--- config.mk ---
export PLATFORM = sky130hd
export DESIGN_NAME = simon_playback_sequencer
export DESIGN_NICKNAME = d
export VERILOG_FILES = /design/src/rtl/simon_playback_sequencer_pkg.sv /design/src/rtl/simon_playback_sequencer_timer.sv /design/src/rtl/simon_playback_sequencer.sv
export SDC_FILE = /design/constraint.sdc
export NUM_CORES = 1
export LEC_CHECK = 0
export ABC_AREA = 1
export CORE_MARGIN = 2
export CORE_UTILIZATION = 52
export CTS_CLUSTER_DIAMETER = 80
export CTS_CLUSTER_SIZE = 24
export DETAILED_ROUTE_END_ITERATION = 8
export GPL_TIMING_DRIVEN = 0
export PLACE_DENSITY = 0.8
export SYNTH_ARGS = -nofsm -noshare
export SYNTH_HDL_FRONTEND = slang
export SYNTH_SLANG_ARGS = --single-unit
--- constraint.sdc ---
create_clock -name i_clk -period 1.75 [get_ports i_clk]
set_input_delay 0.175 -clock i_clk [delete_from_list [all_inputs] [get_ports i_clk]]
set_output_delay 0.175 -clock i_clk [all_outputs]
set_load 0.01 [all_outputs]
--- src/rtl/simon_playback_sequencer_pkg.sv ---
// Shared state encodings and default sizing for the Simon playback sequencer.
// States stay plain 3-bit constants so SimonControl can reuse the same codes.
package simon_playback_sequencer_pkg;

  localparam logic [2:0] ST_IDLE = 3'd0;
  localparam logic [2:0] ST_READ = 3'd1;
  localparam logic [2:0] ST_LOAD = 3'd2;
  localparam logic [2:0] ST_SHOW = 3'd3;
  localparam logic [2:0] ST_GAP  = 3'd4;
  localparam logic [2:0] ST_DONE = 3'd5;

  localparam int DEF_ADDR_W   = 6;
  localparam int DEF_LED_W    = 4;
  localparam int DEF_HOLD_CYC = 8;
  localparam int DEF_GAP_CYC  = 2;
  localparam int TMR_W        = 8;

  function automatic logic st_busy(input logic [2:0] st);
    return (st == ST_READ) || (st == ST_LOAD) || (st == ST_SHOW) || (st == ST_GAP);
  endfunction

endpackage

--- src/rtl/simon_playback_sequencer_timer.sv ---
// Loadable down-counter shared by the SHOW and GAP phases.
// Load N-1 to get N cycles in the phase; expired is high while the count sits at zero.
module simon_playback_sequencer_timer
  import simon_playback_sequencer_pkg::*;
(
  input  logic             i_clk,
  input  logic             i_rst,
  input  logic             i_load,
  input  logic [TMR_W-1:0] i_value,
  output logic             o_expired
);

  logic [TMR_W-1:0] r_cnt;

  always_ff @(posedge i_clk) begin
    if (i_rst) begin
      r_cnt <= '0;
    end else if (i_load) begin
      r_cnt <= i_value;
    end else if (r_cnt != '0) begin
      r_cnt <= r_cnt - 1'b1;
    end
  end

  assign o_expired = (r_cnt == '0);

endmodule

--- src/rtl/simon_playback_sequencer.sv ---
// Playback engine: walks pattern memory 0..n-1, showing each entry for HOLD_CYC cycles
// followed by GAP_CYC blank cycles, then pulses done. Abort returns to IDLE silently.
module simon_playback_sequencer
  import simon_playback_sequencer_pkg::*;
#(
  parameter int ADDR_W   = DEF_ADDR_W,
  parameter int LED_W    = DEF_LED_W,
  parameter int HOLD_CYC = DEF_HOLD_CYC,
  parameter int GAP_CYC  = DEF_GAP_CYC
) (
  input  logic              i_clk,
  input  logic              i_rst,
  input  logic              i_start,
  input  logic              i_abort,
  input  logic [ADDR_W:0]   i_num_stored,
  output logic              o_rd_en,
  output logic [ADDR_W-1:0] o_rd_addr,
  input  logic [LED_W-1:0]  i_rd_data,
  output logic [LED_W-1:0]  o_pattern_leds,
  output logic [ADDR_W-1:0] o_step_idx,
  output logic              o_busy,
  output logic              o_done
);

  localparam logic [TMR_W-1:0] HOLD_LD = TMR_W'(HOLD_CYC - 1);
  localparam logic [TMR_W-1:0] GAP_LD  = TMR_W'((GAP_CYC > 0) ? GAP_CYC - 1 : 0);
  localparam logic [ADDR_W:0]  ONE     = (ADDR_W+1)'(1);

  logic [2:0]        r_state;
  logic [ADDR_W:0]   r_idx;
  logic [ADDR_W:0]   r_n;
  logic [LED_W-1:0]  r_leds;

  logic [2:0]        w_next_state;
  logic              w_step_end;
  logic              w_last;
  logic              w_tmr_load;
  logic [TMR_W-1:0]  w_tmr_value;
  logic              w_tmr_expired;

  simon_playback_sequencer_timer u_timer (
    .i_clk     (i_clk),
    .i_rst     (i_rst),
    .i_load    (w_tmr_load),
    .i_value   (w_tmr_value),
    .o_expired (w_tmr_expired)
  );

  // Index and count are ADDR_W+1 bits so a full 2**ADDR_W playlist never wraps.
  assign w_last = (r_idx == (r_n - ONE));

  always_comb begin
    w_next_state = r_state;
    w_step_end   = 1'b0;
    case (r_state)
      ST_IDLE: if (i_start) w_next_state = (i_num_stored == '0) ? ST_DONE : ST_READ;
      ST_READ: w_next_state = ST_LOAD;
      ST_LOAD: w_next_state = ST_SHOW;
      ST_SHOW: begin
        if (w_tmr_expired) begin
          if (GAP_CYC == 0) w_step_end = 1'b1;
          else              w_next_state = ST_GAP;
        end
      end
      ST_GAP:  if (w_tmr_expired) w_step_end = 1'b1;
      ST_DONE: w_next_state = ST_IDLE;
      default: w_next_state = ST_IDLE;
    endcase
    if (w_step_end) w_next_state = w_last ? ST_DONE : ST_READ;
    if (i_abort)    w_next_state = ST_IDLE;
  end

  always_comb begin
    w_tmr_load  = (r_state == ST_LOAD) ||
                  ((r_state == ST_SHOW) && w_tmr_expired && (GAP_CYC != 0));
    w_tmr_value = (r_state == ST_LOAD) ? HOLD_LD : GAP_LD;
  end

  always_ff @(posedge i_clk) begin
    if (i_rst) begin
      r_state <= ST_IDLE;
      r_idx   <= '0;
      r_n     <= '0;
      r_leds  <= '0;
    end else begin
      r_state <= w_next_state;
      if ((r_state == ST_IDLE) && i_start && !i_abort) begin
        r_n   <= i_num_stored;
        r_idx <= '0;
      end else if (w_step_end && !w_last && !i_abort) begin
        r_idx <= r_idx + ONE;
      end
      // LEDs only carry data from the LOAD capture until SHOW runs out.
      if (!i_abort && (r_state == ST_LOAD)) begin
        r_leds <= i_rd_data;
      end else if (!(!i_abort && (r_state == ST_SHOW) && !w_tmr_expired)) begin
        r_leds <= '0;
      end
    end
  end

  assign o_rd_en        = (r_state == ST_READ);
  assign o_rd_addr      = r_idx[ADDR_W-1:0];
  assign o_step_idx     = r_idx[ADDR_W-1:0];
  assign o_pattern_leds = r_leds;
  assign o_busy         = st_busy(r_state);
  assign o_done         = (r_state == ST_DONE);

endmodule

==> run summary, run 1 <==
outcome - complete, no violations
main combinational cell family by area after synthesis - simple AND/OR/NAND/NOR gates
Layout area overhead - 32.6%
Pleak - 1.07 nW
vias in the first global route - 1704
row cnt - 21
final worst slack - 57.7 ps
Syn Nets - 284
Worst-path clk slew - 110 ps
footprint of the multi-input gates - 0.00100 sq mm
Clock Sinks - 29
Initial Utilization - 53.7%
first-pass GRT wire length - 7040 um
WP data arrival - 1940 ps
synthesized cell area - 0.00178 sq mm
average wire per standard cell - 11.3 um
Max Cap Viol - 0
iteration-0 DRC count of the detailed router - 106
top-area cell type share of the netlist area - 32.7%
Hold WC Path Type - input port to flip-flop
# IOs - 34
vias per inst - 4.91
final period utilization - 96.7%
final cell count without fillers - 359
PortBufs - 32
Synth Area in XOR/XNOR - 3.38%
RSZ-0062 raised after global routing - true
compound-cell area share of the yosys netlist - 10.3%
Worst EP required - 1990 ps
leading area contributor after synthesis - dfxtp_1
Least-Margin Pin Slew - 435 ps
nets@finish - 331
clk root buf - clkbuf_4
startpoint types - flip-flop
Clk Latency, worst-skew pair - 340 ps
Crit Path Category - flip-flop to flip-flop
overflow left after global routing - 0
most common library cell in the layout ignoring fill and taps - nand2_1
fmax - 591 MHz
post-synthesis simple-gate area fraction - 36.9%
r2r setup slk - 60 ps
Cell Pwr Density - 966 mW/mm^2
htree depth - 2
largest net degree at the start of global routing - 11
Distinct cells, synth - 30
most frequent cells in the layout - 59 x nand2_1, 30 x nor2_1, 29 x clkdlybuf4s50_1, 28 x inv_1, 26 x dfxtp_1
mux share of post-synthesis cell area - 0%
Yosys reg bits - 29
DRC Markers - 0
VDD IR max - 0.000778 V
Setup crit end kind - flip-flop
Num CTS Buffers - 5
post-synthesis adder-cell area fraction - 2.81%
diodes inserted - 0
detailed placement HPWL - 2950 um
drt pass-1 iters - 4
largest cells by area after synthesis - dfxtp_1 33%, nand2_1 14%, nor2_1 7.2%
syn avg cell area - 6.71 sq um
clk_skew - 12.7 ps
worst slack at placement - -12.1 ps
Post-DRT Antenna Nets - 0
initial antenna violation count - 0
height of the die - 62.5 um
Cells after DPL - 343
Relative slew margins - 70.8%
die area - 0.00390 sq mm
GPL Wtd Cong - 0.870
Final Hold Vio Count - 0
core box area - 0.00331 sq mm
number of fill cells in the layout - 296
Max Buffers Root-to-Sink - 2
CTS tree - done
gr usage total - 22.2%
final setup vio count - 0
Slew Viols, Final - 0
Storage cell area - 584 sq um
Post-CTS Hold Buffers - 0
via count - 1763
worst-path fanout max - 8
synthesized instance count - 265
total wire length - 4040 um
Die Wd - 62.5 um
register area share after synthesis - 32.7%
Synth warnings - 0
fin crit period - 1690 ps
layout cells sized above 1 - 22.0%
==> worst paths after layout <==
kind,startpoint,to,cells past startpoint
setup / recovery,r_n[0],r_idx[2],14
hold / removal,i_rst,o_pattern_leds[1],2
setup reg to reg,r_n[0],r_idx[2],14
hold reg to reg,o_pattern_leds[2],o_pattern_leds[2],2
==> critical path: stages (launching register included) <==
cell,delay [ps]
dfxtp_2,360
inv_4,50
ha_4,170
inv_2,50
nand2_1,50
nand3_1,100
nand2_1,60
nor2_1,100
nand2_1,90
nor2_4,140
nand3_4,130
nand3_4,140
nand2_2,50
nand2_1,50
nor2_1,40
==> state kept, by name (all words and copies together) (netlist names) <==
name,count
u_timer.r_cnt,8
r_idx,7
r_n,7
o_pattern_leds,4
r_state,3
==> power breakdown <==
| part | switching (mW) | internal, mW |
|---|---|---|
| combinational | 0.518 | 0.353 |
| clock | 0.263 | 0.339 |
| sequential | 0.0535 | 0.750 |
| total | 0.834 | 1.44 |
==> Yosys cell counts <==
cell,n
a211oi_1,1
a21oi_1,17
a31oi_1,1
a41oi_1,1
buf_4,12
clkbuf_1,1
clkinv_1,2
dfxtp_1,29
ha_1,4
inv_1,32
inv_2,7
nand2_1,64
nand3_1,11
nand3_2,2
nand3_4,2
nand3b_2,1
nand4_1,5
nor2_1,34
nor2_2,1
nor2_4,5
nor3_1,7
nor3_2,1
nor3b_1,2
nor4_1,2
o21ai_0,12
o21ai_1,2
o22ai_1,1
xnor2_1,3
xor2_1,2
xor2_2,1
==> per-stage QoR <==
| step | utilization (%) | setup TNS (ps) | power, mW | cell area, sq um | hold WS, ps |
|---|---|---|---|---|---|
| 6_report | 71.2 | 0 | 2.28 | 2360 | 207 |
| 5_1_grt | 71.2 | -634 | 2.45 | 2360 | 229 |
| 4_1_cts | 68.3 | 0 | 2.20 | 2260 | 203 |
| 3_5_place_dp | 65.1 | -22.8 | 1.58 | 2160 | 458 |
| 3_3_place_gp | 65.1 | -37.8 | 1.56 | 2160 | 448 |
| 2_1_floorplan | - | 0 | 1.42 | 1780 | 310 |
==> timing repair <==
| item | 4_1_cts | 5_1_grt |
|---|---|---|
| hold endpoints to repair | 0 | 0 |
| endpoints found under the setup margin | 7 | 14 |
| pin swaps | 2 | 7 |
| buffers inserted | 1 | 6 |
| resized for setup | 5 | 22 |
| gates cloned | 1 | 0 |
==> metal layers <==
layer | vias to the layer above | routed length (um) | track usage (%)
li1 | 921 | - | -
met1 | 777 | 1940 | 26.9
met2 | 56 | 1810 | 36.4
met3 | 9 | 216 | 6.31
met4 | 0 | 75 | 10.0
met5 | - | 0 | 0
==> area by class of cell <==
type | instances | share of cell area, %
Inverter | 41 | 6.63
Multi-Input combinational cell | 183 | 42.6
Clock inverter | 2 | 1.59
Clock buffer | 6 | 2.18
Tap cell | 46 | 2.44
Buffer | 13 | 3.98
Timing Repair Buffer | 39 | 15.8
Sequential cell | 29 | 24.8
==> cells by family (layout without fill, tap and decap cells) <==
kind of cell / after synthesis / count (layout)
compound gates: 35 / 35
xor+xnor: 6 / 6
fa+ha+maj: 4 / 4
buf+inv: 54 / 101
flops: 29 / 29
simple gates: 137 / 138
No activity file was read; power rests on OpenSTA's default activity.
==> run 2, diff against run 1 <==
--- a/config.mk
+++ b/config.mk
@@ -9,7 +9,7 @@
 export CORE_MARGIN = 2
 export CORE_UTILIZATION = 52
 export CTS_CLUSTER_DIAMETER = 80
-export CTS_CLUSTER_SIZE = 24
+export CTS_CLUSTER_SIZE = 40
 export DETAILED_ROUTE_END_ITERATION = 8
 export GPL_TIMING_DRIVEN = 0
 export PLACE_DENSITY = 0.8
==> results of run 2 <==
No change in the layout: final DEF, timing and power equal those of run 1.
